### src/rtl/video_cap_pkg.sv
`default_nettype none
// ============================================================================
// Module   : video_cap_pkg
// Purpose  : Shared types and constants for the video field capture block.
//            Holds the capture FSM state encoding, capture mode codes and
//            default frame geometry.
// Ports    : none (package)
// Revision : 1.0 - initial release
// ============================================================================
package video_cap_pkg;

  typedef enum logic [2:0] {
    ST_IDLE    = 3'd0,
    ST_ARM     = 3'd1,
    ST_CAPTURE = 3'd2,
    ST_NEXT    = 3'd3,
    ST_DONE    = 3'd4
  } cap_state_t;

  localparam logic [1:0] MODE_ODD  = 2'b00;
  localparam logic [1:0] MODE_EVEN = 2'b01;
  localparam logic [1:0] MODE_ILV  = 2'b10;

  localparam int DEF_H_PIX   = 720;
  localparam int DEF_V_LINES = 288;

  // Code 11 is an alias of odd-only capture.
  function automatic logic [1:0] norm_mode(input logic [1:0] m);
    return (m == 2'b11) ? MODE_ODD : m;
  endfunction

endpackage
`default_nettype wire

### src/rtl/field_edge_det.sv
`default_nettype none
// ============================================================================
// Module   : field_edge_det
// Purpose  : Brings the asynchronous decoder odd/even level into the pixel
//            clock domain and emits one-cycle field start pulses.
// Ports    : clk_in        pixel clock
//            rst_in        asynchronous active-high reset
//            oe_in         async odd/even level (1 = odd field)
//            odd_start_o   1-cycle pulse on rising edge of oe_in
//            even_start_o  1-cycle pulse on falling edge of oe_in
// Revision : 1.0 - initial release
// ============================================================================
module field_edge_det (
  input  logic clk_in,
  input  logic rst_in,
  input  logic oe_in,
  output logic odd_start_o,
  output logic even_start_o
);

  logic [1:0] sync_q;
  logic       oe_prev_q;
  logic       odd_q;
  logic       even_q;

  // Two synchronizer flops, one history flop, and registered pulses:
  // a pulse appears three clocks after oe_in toggles.
  always_ff @(posedge clk_in or posedge rst_in) begin
    if (rst_in) begin
      sync_q    <= 2'b00;
      oe_prev_q <= 1'b0;
      odd_q     <= 1'b0;
      even_q    <= 1'b0;
    end else begin
      sync_q    <= {sync_q[0], oe_in};
      oe_prev_q <= sync_q[1];
      odd_q     <= sync_q[1] & ~oe_prev_q;
      even_q    <= ~sync_q[1] & oe_prev_q;
    end
  end

  assign odd_start_o  = odd_q;
  assign even_start_o = even_q;

endmodule
`default_nettype wire

### src/rtl/field_capture_ctrl.sv
`default_nettype none
// ============================================================================
// Module   : field_capture_ctrl
// Purpose  : Waits for the selected video field, then streams its pixels to
//            the frame buffer with progressive or interleaved addressing.
// Ports    : clk_in/rst_in           pixel clock, async active-high reset
//            oe_in                   decoder odd/even level (async)
//            href_in/pix_valid_in    line-active and pixel qualifier
//            pix_in                  16-bit pixel data
//            start_in/abort_in       arm pulse / force-idle level
//            cont_in                 re-arm automatically after DONE
//            mode_in                 00 odd, 01 even, 10 interleaved, 11 odd
//            wr_valid/wr_addr/wr_data/wr_ready  frame-buffer write port
//            busy/done/field_id      status
//            ovf_err/short_err       sticky error flags
// Revision : 1.0 - initial release
// ============================================================================
module field_capture_ctrl
  import video_cap_pkg::*;
#(
  parameter int ADDR_W  = 19,
  parameter int H_PIX   = DEF_H_PIX,
  parameter int V_LINES = DEF_V_LINES
) (
  input  logic              clk_in,
  input  logic              rst_in,
  input  logic              oe_in,
  input  logic              href_in,
  input  logic              pix_valid_in,
  input  logic [15:0]       pix_in,
  input  logic              start_in,
  input  logic              abort_in,
  input  logic              cont_in,
  input  logic [1:0]        mode_in,
  output logic              wr_valid,
  output logic [ADDR_W-1:0] wr_addr,
  output logic [15:0]       wr_data,
  input  logic              wr_ready,
  output logic              busy,
  output logic              done,
  output logic              field_id,
  output logic              ovf_err,
  output logic              short_err
);

  localparam int PW = $clog2(H_PIX + 1);
  localparam int LW = $clog2(V_LINES + 1);
  localparam logic [ADDR_W-1:0] STEP_PROG = ADDR_W'(H_PIX);
  localparam logic [ADDR_W-1:0] STEP_ILV  = ADDR_W'(2 * H_PIX);

  logic odd_start;
  logic even_start;

  field_edge_det u_edge (
    .clk_in       (clk_in),
    .rst_in       (rst_in),
    .oe_in        (oe_in),
    .odd_start_o  (odd_start),
    .even_start_o (even_start)
  );

  cap_state_t        state_q;
  logic [1:0]        mode_q;
  logic              field_q;
  logic              href_q;
  logic [PW-1:0]     pix_cnt_q;
  logic [PW-1:0]     pix_cnt_d;
  logic [PW-1:0]     pix_idx;
  logic [LW-1:0]     line_cnt_q;
  logic [ADDR_W-1:0] line_base_q;
  logic              wr_valid_q;
  logic [ADDR_W-1:0] wr_addr_q;
  logic [15:0]       wr_data_q;
  logic              done_q;
  logic              ovf_q;
  logic              short_q;

  logic href_rise, href_fall, pixel, in_cap, wr_hit, lines_full, field_edge;

  always_comb begin
    href_rise  = href_in & ~href_q;
    href_fall  = ~href_in & href_q;
    pixel      = href_in & pix_valid_in;
    // A pixel on the first cycle of a line is index 0 even though the stored
    // count still holds the previous line's length.
    pix_idx    = href_rise ? '0 : pix_cnt_q;
    // Count saturates at H_PIX so overlong lines cannot wrap back into range.
    pix_cnt_d  = (pixel && (pix_idx < PW'(H_PIX))) ? pix_idx + PW'(1) : pix_idx;
    in_cap     = (state_q == ST_CAPTURE);
    wr_hit     = in_cap && pixel && (pix_idx < PW'(H_PIX)) && (line_cnt_q < LW'(V_LINES));
    lines_full = in_cap && href_fall && (line_cnt_q == LW'(V_LINES - 1));
    field_edge = odd_start | even_start;
  end

  always_ff @(posedge clk_in or posedge rst_in) begin
    if (rst_in) begin
      state_q     <= ST_IDLE;
      mode_q      <= MODE_ODD;
      field_q     <= 1'b0;
      href_q      <= 1'b0;
      pix_cnt_q   <= '0;
      line_cnt_q  <= '0;
      line_base_q <= '0;
      wr_valid_q  <= 1'b0;
      wr_addr_q   <= '0;
      wr_data_q   <= '0;
      done_q      <= 1'b0;
      ovf_q       <= 1'b0;
      short_q     <= 1'b0;
    end else begin
      done_q    <= 1'b0;
      href_q    <= href_in;
      pix_cnt_q <= pix_cnt_d;

      if (in_cap && href_fall) begin
        line_cnt_q  <= line_cnt_q + LW'(1);
        line_base_q <= line_base_q + ((mode_q == MODE_ILV) ? STEP_ILV : STEP_PROG);
      end

      // Single-entry write register: a new pixel replaces a pending one.
      if (wr_hit) begin
        wr_valid_q <= 1'b1;
        wr_addr_q  <= line_base_q + ADDR_W'(pix_idx);
        wr_data_q  <= pix_in;
        if (wr_valid_q && !wr_ready) ovf_q <= 1'b1;
      end else if (wr_ready) begin
        wr_valid_q <= 1'b0;
      end

      case (state_q)
        ST_IDLE: begin
          if (start_in) begin
            state_q <= ST_ARM;
            mode_q  <= norm_mode(mode_in);
            ovf_q   <= 1'b0;
            short_q <= 1'b0;
          end
        end
        ST_ARM: begin
          if ((mode_q == MODE_EVEN) ? even_start : odd_start) begin
            state_q     <= ST_CAPTURE;
            field_q     <= (mode_q != MODE_EVEN);
            line_cnt_q  <= '0;
            line_base_q <= '0;
          end
        end
        ST_CAPTURE: begin
          if (lines_full || field_edge) begin
            if (!lines_full) short_q <= 1'b1;
            if ((mode_q == MODE_ILV) && field_q) begin
              // The edge that closes the odd field may itself be the even
              // field start; in that case capture continues without a gap.
              if (even_start) begin
                field_q     <= 1'b0;
                line_cnt_q  <= '0;
                line_base_q <= STEP_PROG;
              end else begin
                state_q <= ST_NEXT;
              end
            end else begin
              state_q <= ST_DONE;
              done_q  <= 1'b1;
            end
          end
        end
        ST_NEXT: begin
          if (even_start) begin
            state_q     <= ST_CAPTURE;
            field_q     <= 1'b0;
            line_cnt_q  <= '0;
            line_base_q <= STEP_PROG;
          end
        end
        ST_DONE: begin
          if (start_in) begin
            state_q <= ST_ARM;
            mode_q  <= norm_mode(mode_in);
            ovf_q   <= 1'b0;
            short_q <= 1'b0;
          end else if (cont_in) begin
            state_q <= ST_ARM;
          end
        end
        default: state_q <= ST_IDLE;
      endcase

      if (abort_in) begin
        state_q    <= ST_IDLE;
        wr_valid_q <= 1'b0;
        done_q     <= 1'b0;
      end
    end
  end

  assign wr_valid  = wr_valid_q;
  assign wr_addr   = wr_addr_q;
  assign wr_data   = wr_data_q;
  assign busy      = (state_q != ST_IDLE) && (state_q != ST_DONE);
  assign done      = done_q;
  assign field_id  = field_q;
  assign ovf_err   = ovf_q;
  assign short_err = short_q;

endmodule
`default_nettype wire

### config.mk
export PLATFORM = sky130hd
export DESIGN_NAME = field_capture_ctrl
export DESIGN_NICKNAME = d
export VERILOG_FILES = /design/src/rtl/video_cap_pkg.sv /design/src/rtl/field_edge_det.sv /design/src/rtl/field_capture_ctrl.sv
export SDC_FILE = /design/constraint.sdc
export NUM_CORES = 1
export LEC_CHECK = 0
export ABC_AREA = 1
export CORE_ASPECT_RATIO = 2
export CORE_MARGIN = 8
export CORE_UTILIZATION = 45
export DETAILED_ROUTE_END_ITERATION = 8
export GPL_ROUTABILITY_DRIVEN = 0
export PLACE_DENSITY = 0.68
export SLEW_MARGIN = 20
export SYNTH_ARGS = -nofsm -noshare
export SYNTH_HDL_FRONTEND = slang
export SYNTH_SLANG_ARGS = --single-unit
### constraint.sdc
create_clock -name clk_in -period 4.42 [get_ports clk_in]
set_input_delay 0.884 -clock clk_in [delete_from_list [all_inputs] [get_ports clk_in]]
set_output_delay 0.884 -clock clk_in [all_outputs]
set_load 0.05 [all_outputs]
# == Yosys cells after proc, flatten, opt, wreduce, memory -nomap -nowiden ==
# Cells that the tools add are included.
# totals
regBits,89
input_bits,27
out_inout_bits,41
elab_cells,122
# classes
n_addsub,4
n_lt_le_gt_ge,2
eq_ne,21
muxes,47
bitwise_logic,10
reduce_logical,21
# ops
cell,n
$mux 19,5
$pmux 19 s3,1
$mux 9,5
$mux 3,9
$pmux 9 s3,1
$mux 10,2
$add 19x10->19,1
$add 19x11->19,1
$mux 1,19
$pmux 3 s5,1
$mux 11,1
$add 10x1->10 const B,1
$lt 10x10->1 const B,1
$add 9x1->9 const B,1
$eq 9x9->1 const B,1
$logic_and 1x1->1,9
$lt 9x9->1 const B,1
$ne 3x3->1 const B,3
$reduce_bool 3->1,3
$ne 2x1->1 const B,4
$ne 4x4->1 const B,2
$reduce_and 4->1,2
$eq 3x2->1 const B,2
$ne 3x2->1 const B,2
18 further kinds,27

# == Logic depth before layout (Yosys ltp) ==
# logic_depth
ltp_word,9
ltp_mapped,18
ltp_nobuf,18

# == Modules after synthesis ==
# A second synthesis with hierarchy kept.
# unflattened
cells_unflattened,650
hier_area_um2,5012.3
# modules_own_cells
mod,instances,cells_each,area_each_um2,seq_area_each_um2
field_capture_ctrl,1,640,4868.4,2102.0
field_edge_det,1,10,143.9,125.1

# == Least setup slack after synthesis ==
# Ideal clock, no wire load.
# synth_timing
path_type,input-to-reg
from,input port href_in
to,"register wr_addr_q[14], in the netlist wr_addr[14]"
setup_ns,0.066
t_arrival_ns,2.589
required_time_ns,4.354
setup_slack_ns,1.765
cell_stages,16
path_buffers,0
path_cell_list,nand2_2 > nand2_1 > inv_1 > ha_1 > inv_1 > fa_1 > inv_1 > nand3_1 > nand2_1 > nand3_1 > nand2_1 > nand3_1 > nand2_1 > xor2_1 > nand2_1 > nand2_1
# synth_via
elab_chain_len,5
word_cells_on_any_way,8
cone_classes,add/sub (1); order compare (1); mux (1); bitwise (2); reduce/logical (3)
# synth_rtl
item,line_no,rtl
from (decl),field_capture_ctrl.sv:28,"input logic href_in,"
branches (longest 5 deep; another with $add 19x10->19),-,
to (signal assigned),field_capture_ctrl.sv:123,wr_addr_q <= line_base_q + ADDR_W'(pix_idx);
to (decl),field_capture_ctrl.sv:72,logic [ADDR_W-1:0] wr_addr_q;
# Several ways; the timed one is not identified.
# A chain may end at the register's enable or synchronous reset.

# == Worst setup path in the final report ==
# Same ends and word-level chain as after synthesis.

==> out/results.tsv <==
metric	value	unit
vias_per_cell	5.11	
crit_type	in2reg	
highest_layer	met4	
nNetsFinal	778	
numPortBuffers	67	
crit_slowest_cell	clkdlybuf4s50_1	
leakage	3.07	nW
grt_max_degree	47	
antenna_found_initial	0	
rr_worst_depth	17	
io_pins	68	
syn_area	5000	um^2
synthTopCellsByCount	nand2_1, dfrtp_1, inv_1, nor2_1, nand3_1	
synth_ff_type	dfrtp_1	
cts_tree	yes	
wl_met3	471	um
postCtsSetupBuffers	0	
htree_num_levels	3	
ys_seq_area_share	44.5	%
yosys.area.top_type_share	44.5	%
rows	54	
switchingPower	1.56	mW
setup_slack	1240	ps
drv_slew	0	
crit_required	4690	ps
place_area	5780	um^2
synth_top_cell_by_area	dfrtp_1	
grt_pass1_wl	21000	um
min_period	3180	ps
max_freq	0.314	GHz
clock_latency	340	ps
maxCapViolations	0	
vdd.ir_drop.worst	0.494	mV
num_vias	4492	
drt-total-wl	12500	um
swShare	44.0	%
grt_overflow_total	0	
hold_violations	0	
ys_ff_latch	89	
die_w	90.6	um
fin_tns_setup	0	ps
cp-end-kind	register	
critPathMaxStageDelay	480	ps
cts.clk_slew.worst_paths	60	ps
synth.area.top_cells	dfrtp_1, nand2_1, inv_1, nand3_1, nor2_1	
cts_resized	0	
initialDrtViolationCount	251	
critical_path.max_fanout	5	
yosysWarnings	0	
period_share	72.0	%
p_int	1.99	mW
path_buf_inv	4	
syn_inst	667	
design_area	6080	um^2
post-place-ws	896	ps
drt_first_pass_iters	5	
postRouteAntennaNets	0	
async_reset_ff_share	100	%
start_util	46.0	%
clock_path_buffers	2	
rsz0062_at_grt	false	
drive_above_1_share	5.41	%
worst_pin_slew	818	ps
cpLargestDelayFamily	simple AND/OR/NAND/NOR gates	
crit_arrival	3460	ps
diodes	0	
synth_edf_count	0	
wl_met2	7010	um
drt-met1-wl	4660	um
route.detailed.drc	0	
cpMostUsedCell	nand2_1	
syn2layout_area_growth	21.6	%
crit_chain	clkdlybuf4s50_1 -> nand2_2 -> nand2_1 -> inv_1 -> ha_1 -> inv_1 -> fa_1 -> inv_1 -> nand3_1 -> nand2_1 -> nand3_1 -> nand2_1 -> nand3_1 -> nand2_1 -> xor2_1 -> nand2_1 -> nand2_1	
holdPathStages	0	
dieArea	15000	um^2
first_global_vias	4594	
fp.dieH	165	um
synth.most_common_cell	nand2_1	
cts_sinks	89	
finClkSkew	8.89	ps
synth_fp_nets	711	
ctsHoldBuffers	0	
cts_root_buf	clkbuf_16	
hp-class	reg2reg	
numCtsBuffers	9	
outcome	completed	
dpl.hpwl	9470	um
startpoint_type	primary input	
core	10900	um^2
pwr-share-clk	22.2	%
fin_util	55.9	%
comb_power_share	45.2	%
synth_cell_types	34	
avgSynthCellArea	7.50	um^2
power_density	585	nW/um^2
grt_usage	17.2	%
cp.depth	17	
slew_headroom	45.4	%
post_drt_wl_per_cell	14.2	um
seq_power_share	32.6	%
finalPower	3.56	mW
finalSetupViolCount	0	
==> stage by stage <==
stage | hold WS [ps] | std cells
4_1_cts | 366 | 879
3_3_place_gp | 346 | 863
5_1_grt | 376 | 879
6_report | 367 | 879
2_1_floorplan | 331 | 667
3_5_place_dp | 337 | 863
==> flip-flops by register name (all words and copies together) (netlist names), 2 cells and up <==
register and cells:
line_base_q 19, line_cnt_q 9, mode_q 2, pix_cnt_q 10, state_q 3, u_edge.sync_q 2, wr_addr 19, wr_data 16
==> placed cells by master (no fill, tap or decap), drive strengths merged, types with 2 or more instances in the layout <==
master,netlist,layout
a21oi,26,26
and2,2,2
buf,15,4
clkbuf,0,11
clkdlybuf4s50,0,67
clkinvlp,0,2
dfrtp,89,89
ha,16,16
inv,87,88
nand2,217,217
nand3,51,51
nand3b,3,3
nand4,9,9
nor2,65,65
nor3,8,8
o211ai,4,4
o21ai,43,43
o21bai,2,2
o31ai,2,2
or2,2,2
xnor2,8,8
xor2,12,12
==> power groups by stage <==
stage	combinational, mW	clock [mW]	sequential [mW]
global route	1.75	0.836	1.19
CTS	1.62	0.806	1.16
global placement	1.59	0	1.16
finish	1.61	0.788	1.16
detailed placement	1.61	0	1.17
floorplan	0.687	0	1.60
==> cell families after synthesis <==
logic type / share of synthesized area (%)
adder cells (fa/ha/maj): 4.40
XOR/XNOR: 3.50
AND/OR/NAND/NOR: 30.5
buffers and inverters: 8.58
AO/OA/AOI/OAI: 8.53
flip-flops: 44.5
==> metal layers <==
| layer | GRT usage, % | up-vias |
|---|---|---|
| li1 | - | 2258 |
| met2 | 33.1 | 112 |
| met4 | 9.15 | 0 |
| met1 | 16.9 | 2092 |
| met5 | 0 | - |
| met3 | 3.35 | 30 |
==> cell type report <==
type | count | area, um^2
flip-flops and latches | 89 | 2230
clock inverters | 5 | 62.6
well taps | 140 | 175
inverters | 87 | 328
fillers | 1027 | 4800
repair buffers | 71 | 701
clock buffers | 11 | 243
multi-input cells | 476 | 2350
==> final timing paths <==
check	startpoint	to	slack, ps
worst max-delay path	href_in	wr_addr[14]$_DFFE_PP0P_	1240
worst min-delay path	u_edge.sync_q[0]$_DFF_PP0_	u_edge.sync_q[1]$_DFF_PP0_	370
worst max register to register	href_q$_DFF_PP0_	wr_addr[14]$_DFFE_PP0P_	1830
worst min register to register	u_edge.sync_q[0]$_DFF_PP0_	u_edge.sync_q[1]$_DFF_PP0_	370
max in group asynchronous	rst_in	line_base_q[2]$_DFFE_PP0P_	2500
min in group asynchronous	rst_in	wr_data[9]$_DFFE_PP0P_	1000
Power figures use the tool's default switching activity.
